## config.mk

```make
export PLATFORM = sky130hd
export DESIGN_NAME = pipe_if_stage
export DESIGN_NICKNAME = d
export VERILOG_FILES = /design/src/rtl/pipe_if_stage.sv
export SDC_FILE = /design/constraint.sdc
export NUM_CORES = 1
export LEC_CHECK = 0
export CAP_MARGIN = 10
export CORE_MARGIN = 2
export CORE_UTILIZATION = 42
export CTS_CLUSTER_DIAMETER = 200
export CTS_CLUSTER_SIZE = 14
export DETAILED_ROUTE_END_ITERATION = 16
export GPL_TIMING_DRIVEN = 0
export HOLD_SLACK_MARGIN = 0.03
export PLACE_DENSITY = 0.88
export SYNTH_ARGS = -nofsm -noshare
export SYNTH_HDL_FRONTEND = slang
export SYNTH_SLANG_ARGS = --single-unit
```

## constraint.sdc

```tcl
create_clock -name clock -period 1.76 [get_ports clock]
set_input_delay 0.176 -clock clock [delete_from_list [all_inputs] [get_ports clock]]
set_output_delay 0.176 -clock clock [all_outputs]
set_load 0.02 [all_outputs]
```

## src/rtl/pipe_if_stage.sv

```systemverilog
`default_nettype none
// +--------------------------------------------------------------------------+
// | pipe_if_stage : IF stage with req/ack imem fetch and IF/ID register      |
// | Revision: 1.0                                                            |
// +--------------------------------------------------------------------------+
module pipe_if_stage #(
  parameter logic [31:0] RESET_PC = 32'h0000_0000
) (
  input  logic        clock,
  input  logic        reset,
  input  logic [1:0]  pcsource,
  input  logic [31:0] bpc,
  input  logic [31:0] rpc,
  input  logic [31:0] jpc,
  input  logic        wpcir,
  output logic        imem_req,
  output logic [31:0] imem_addr,
  input  logic        imem_ack,
  input  logic [31:0] imem_rdata,
  output logic [31:0] pc,
  output logic [31:0] dpc4,
  output logic [31:0] inst,
  output logic        dvalid
);

  typedef enum logic [1:0] {
    ST_FETCH = 2'd0,
    ST_HOLD  = 2'd1,
    ST_DROP  = 2'd2
  } state_t;

  state_t      state_q, state_d;
  logic [31:0] pc_q, pc_d;
  logic [31:0] dpc4_q, dpc4_d;
  logic [31:0] inst_q, inst_d;
  logic        dvalid_q, dvalid_d;
  logic [31:0] buf_q, buf_d;
  logic [31:0] drop_addr_q, drop_addr_d;

  logic [31:0] pc_plus4;
  logic [31:0] target;
  logic [31:0] word;
  logic        redir;
  logic        avail;

  assign pc_plus4 = pc_q + 32'd4;
  assign redir    = wpcir & (pcsource != 2'b00);
  assign avail    = ((state_q == ST_FETCH) & imem_ack) | (state_q == ST_HOLD);
  assign word     = (state_q == ST_HOLD) ? buf_q : imem_rdata;

  always_comb begin
    target = pc_plus4;
    case (pcsource)
      2'b01:   target = bpc;
      2'b10:   target = rpc;
      2'b11:   target = jpc;
      default: target = pc_plus4;
    endcase
  end

  always_comb begin
    state_d     = state_q;
    pc_d        = pc_q;
    dpc4_d      = dpc4_q;
    inst_d      = inst_q;
    dvalid_d    = dvalid_q;
    buf_d       = buf_q;
    drop_addr_d = drop_addr_q;

    if (state_q == ST_DROP) begin
      // The wrong-path request must complete before a new fetch may start.
      if (wpcir) begin
        dpc4_d   = 32'd0;
        inst_d   = 32'd0;
        dvalid_d = 1'b0;
        if (redir) begin
          pc_d = target;
        end
      end
      if (imem_ack) begin
        state_d = ST_FETCH;
      end
    end else if (!wpcir) begin
      if ((state_q == ST_FETCH) && imem_ack) begin
        buf_d   = imem_rdata;
        state_d = ST_HOLD;
      end
    end else if (redir) begin
      pc_d     = target;
      dpc4_d   = 32'd0;
      inst_d   = 32'd0;
      dvalid_d = 1'b0;
      if ((state_q == ST_FETCH) && !imem_ack) begin
        drop_addr_d = pc_q;
        state_d     = ST_DROP;
      end else begin
        state_d = ST_FETCH;
      end
    end else if (avail) begin
      dpc4_d   = pc_plus4;
      inst_d   = word;
      dvalid_d = 1'b1;
      pc_d     = pc_plus4;
      state_d  = ST_FETCH;
    end else begin
      dpc4_d   = 32'd0;
      inst_d   = 32'd0;
      dvalid_d = 1'b0;
    end
  end

  always_ff @(posedge clock) begin
    if (reset) begin
      state_q     <= ST_FETCH;
      pc_q        <= RESET_PC;
      dpc4_q      <= 32'd0;
      inst_q      <= 32'd0;
      dvalid_q    <= 1'b0;
      buf_q       <= 32'd0;
      drop_addr_q <= 32'd0;
    end else begin
      state_q     <= state_d;
      pc_q        <= pc_d;
      dpc4_q      <= dpc4_d;
      inst_q      <= inst_d;
      dvalid_q    <= dvalid_d;
      buf_q       <= buf_d;
      drop_addr_q <= drop_addr_d;
    end
  end

  assign imem_req  = !reset && (state_q != ST_HOLD);
  assign imem_addr = (state_q == ST_DROP) ? drop_addr_q : pc_q;
  assign pc        = pc_q;
  assign dpc4      = dpc4_q;
  assign inst      = inst_q;
  assign dvalid    = dvalid_q;

endmodule
`default_nettype wire
```

==> metrics.txt <==
outcome finished, violations left; failing checks setup timing; crit start category flip-flop; final antenna-violating net count 0; relative slew slack 47.30%; antenna cells 0; hpwl dp 23720 um; Worst Path Required 1.58 ns; Die ar. 20880 um^2; largest net degree at the start of global routing 17; initial antenna violation count 0; IO Pins 264; share of cells above drive strength 1 22.85%; sw frac 29.54%; Clk network pwr share 37.6%; pwr dens 753.8 nW/um^2; PortBufs 262; Total Wirelength 33690 um; CP Buf/Inv Count 5; core area 19400 um^2; CTS Sinks 163; number of synthesized flops with an enable pin 0; skew final 0.01332 ns; fin cells 1591; final hold vios 0; dpl ws -0.9528 ns; pin slew with the least headroom to its limit 0.7905 ns; via count 9232; CP Capture Type output port; drt first pass iters 5; Int Pwr 6895 uW; synthesized flop and latch total 163; aggregate global-route resource usage 30.44%; Worst path max stage delay 0.34 ns; hold buffers post-CTS 0; die height 144.5 um; Slowest-stage cell, CP mux2_4; ys flop type dfxtp_1; cells along the critical path buf_6 > nor2b_4 > buf_8 > buf_6 > buf_16 > mux2_4 > buf_6; Die Wd 144.5 um; sequential share of power 40.6%; placed cells 1508; critical path arrival 1.88 ns; clock-pin transition on the worst setup and hold timing paths 0.07 ns; Max Fclk 0.4860 GHz; grt total ovfl 0; starting density of the core 42.73%; DR vias/cell 5.803; CP delay by family, top buffers and inverters; Setup-failing EPs final 33; Max-Cap Viols 0; total negative slack -7.067 ns; Lkg Pwr 0.005116 uW; highest ir drop seen on vdd 0.7457 mV; clock tree buffer depth 2; crit path max fanout 5; Syn Nets 1116; RSZ-0062 raised after global routing yes; Post-Place Cell Area 11300 um^2; mean post-synth cell area 8.450 um^2; TritonCTS clock tree yes; Syn-to-layout area delta 56.60%; Worst Hold Class input port to flip-flop; gpl congestion 0.9435; WL/cell 21.18 um; commonest non-fill, non-tap cell in the layout clkdlybuf4s50_1; P_sw 2891 uW; Synth Warn # 0; H-tree levels 4; Most Frequent Cell on Critical Path buf_6; Gate power share 21.8%; Post-synth ARST share 0%; final worst path period need 2.058 ns; commonest cells after routing, fill and taps aside clkdlybuf4s50_1, nand2_1, dfxtp_1; global-route wire length before repair 47990 um; Max Slew Vio Count 0; sequential share of the synthesized area 39.37%; Final Net Count 1448; critical path type flip-flop to output port; post-synthesis cell area 8289 um^2; 1st-iter DRT viols 881; vias in the first global route 8754; Unique masters post-synth 75; row count 51; Skew-Pair Late Insertion Delay 0.45 ns; power consumption 9786 uW; Post-Synthesis Cells 981; detailed-route DRC error count 0; Design Area, Final 12980 um^2; CTS Buf Count 17; root buffer selected by CTS clkbuf_16; Final WS setup -0.2978 ns; Final period util 116.9%
[synthesized netlist by cell type (all sizes together), types with 3 or more instances]
cell type  instances  area, um^2
nand2            185       694.4
dfxtp            163        3263
a21oi             86       430.4
clkbuf            60       299.0
mux2i             50       500.5
nor2              49       188.9
o21ai             47       235.2
nor2b             36       225.2
mux2              34       382.9
o2bb2ai           32       280.3
buf               26       143.9
nand3             25       147.7
a22oi             19       142.6
xnor2             15       131.4
inv               14       52.55
nor3              12       65.06
o32ai             10       87.58
o211ai             9       67.56
xor2               9       78.83
and3               8       53.80
a22o               7       61.31
a31oi              7       43.79
nand4              7       65.06
a211oi             6       45.04
nand2b             5       31.28
o31a               5       45.04
a311oi             4       35.03
nor4               4       55.05
or3                4       25.02
nand4b             3       26.28
o22a               3       26.28
o32a               3       30.03
[stage by stage]
step	hold slack (ns)	utilization, %
floorplan	0.3120	-
global placement	0.4354	58.24
detailed placement	0.4413	58.24
CTS	0.1083	64.09
global route	0.1378	66.92
finish	0.1200	66.92
[final cells by class]
class,instances,area (um^2)
plain buffers,80,610.6
repair buffers,319,3157
clock buffers,19,452.9
flip-flops and latches,163,3328
inverters,14,52.55
multi-input cells,718,4922
fillers,1499,6417
clock inverters,13,126.4
well taps,265,331.6
[worst register-to-register path, delay by kind of cell, from the launching register on]
| kind | cells | cell delay [ns] |
|---|---|---|
| buf+inv | 2 | 0.30 |
| flops | 1 | 0.34 |
| compound gates | 1 | 0.36 |
| simple gates | 3 | 0.64 |
[path summary, 6_finish.rpt]
kind | from | endpoint | slack, ns | cells past startpoint
worst max-delay path | state_q[0] | imem_addr[20] | -0.30 | 7
worst min-delay path | reset | pc[22] | 0.12 | 3
worst max register to register | pc[21] | pc[31] | 0 | 6
worst min register to register | dpc4[31] | dpc4[31] | 0.45 | 2
[what timing repair did]
action	CTS	global route
resized for setup	333	102
cloned	2	0
pin swaps	11	25
setup endpoints to repair	198	170
setup buffers	19	36
endpoints found under the hold margin	0	0
[power by group through the flow]
stage | combinational, uW | clock, uW | sequential (uW)
6_report | 2140 | 3680 | 3970
5_1_grt | 2240 | 3860 | 3980
4_1_cts | 1980 | 3690 | 3970
3_5_place_dp | 1840 | 0 | 4040
3_3_place_gp | 1810 | 0 | 4030
2_1_floorplan | 857 | 0 | 4090
[layer usage]
metal  up-vias  track usage (%)  wire length, um  part of all wire, %
met5         -                0                0                    0
met4         0            17.94             2022                  6.0
met3       145            10.66             3977                   12
met2       649            50.76            15610                   46
met1      4294            33.49            12080                   36
li1       4144                -                -                    -
[cells by family (layout without fill, tap and decap cells)]
logic type | Yosys count | in the layout | synth area share [%]
simple gates | 351 | 351 | 20.45
compound gates | 258 | 258 | 20.86
flops | 163 | 163 | 39.37
buf+inv | 100 | 445 | 5.977
mux | 84 | 84 | 10.66
xor+xnor | 24 | 24 | 2.536
fa+ha+maj | 1 | 1 | 0.1509
[flip-flops by register name, summed over array words and instances (netlist names)]
name and cells:
buf_q 32, dpc4 32, drop_addr_q 32, inst 32, pc 32, state_q 2, dvalid 1
(Power assumes the default switching activity.)
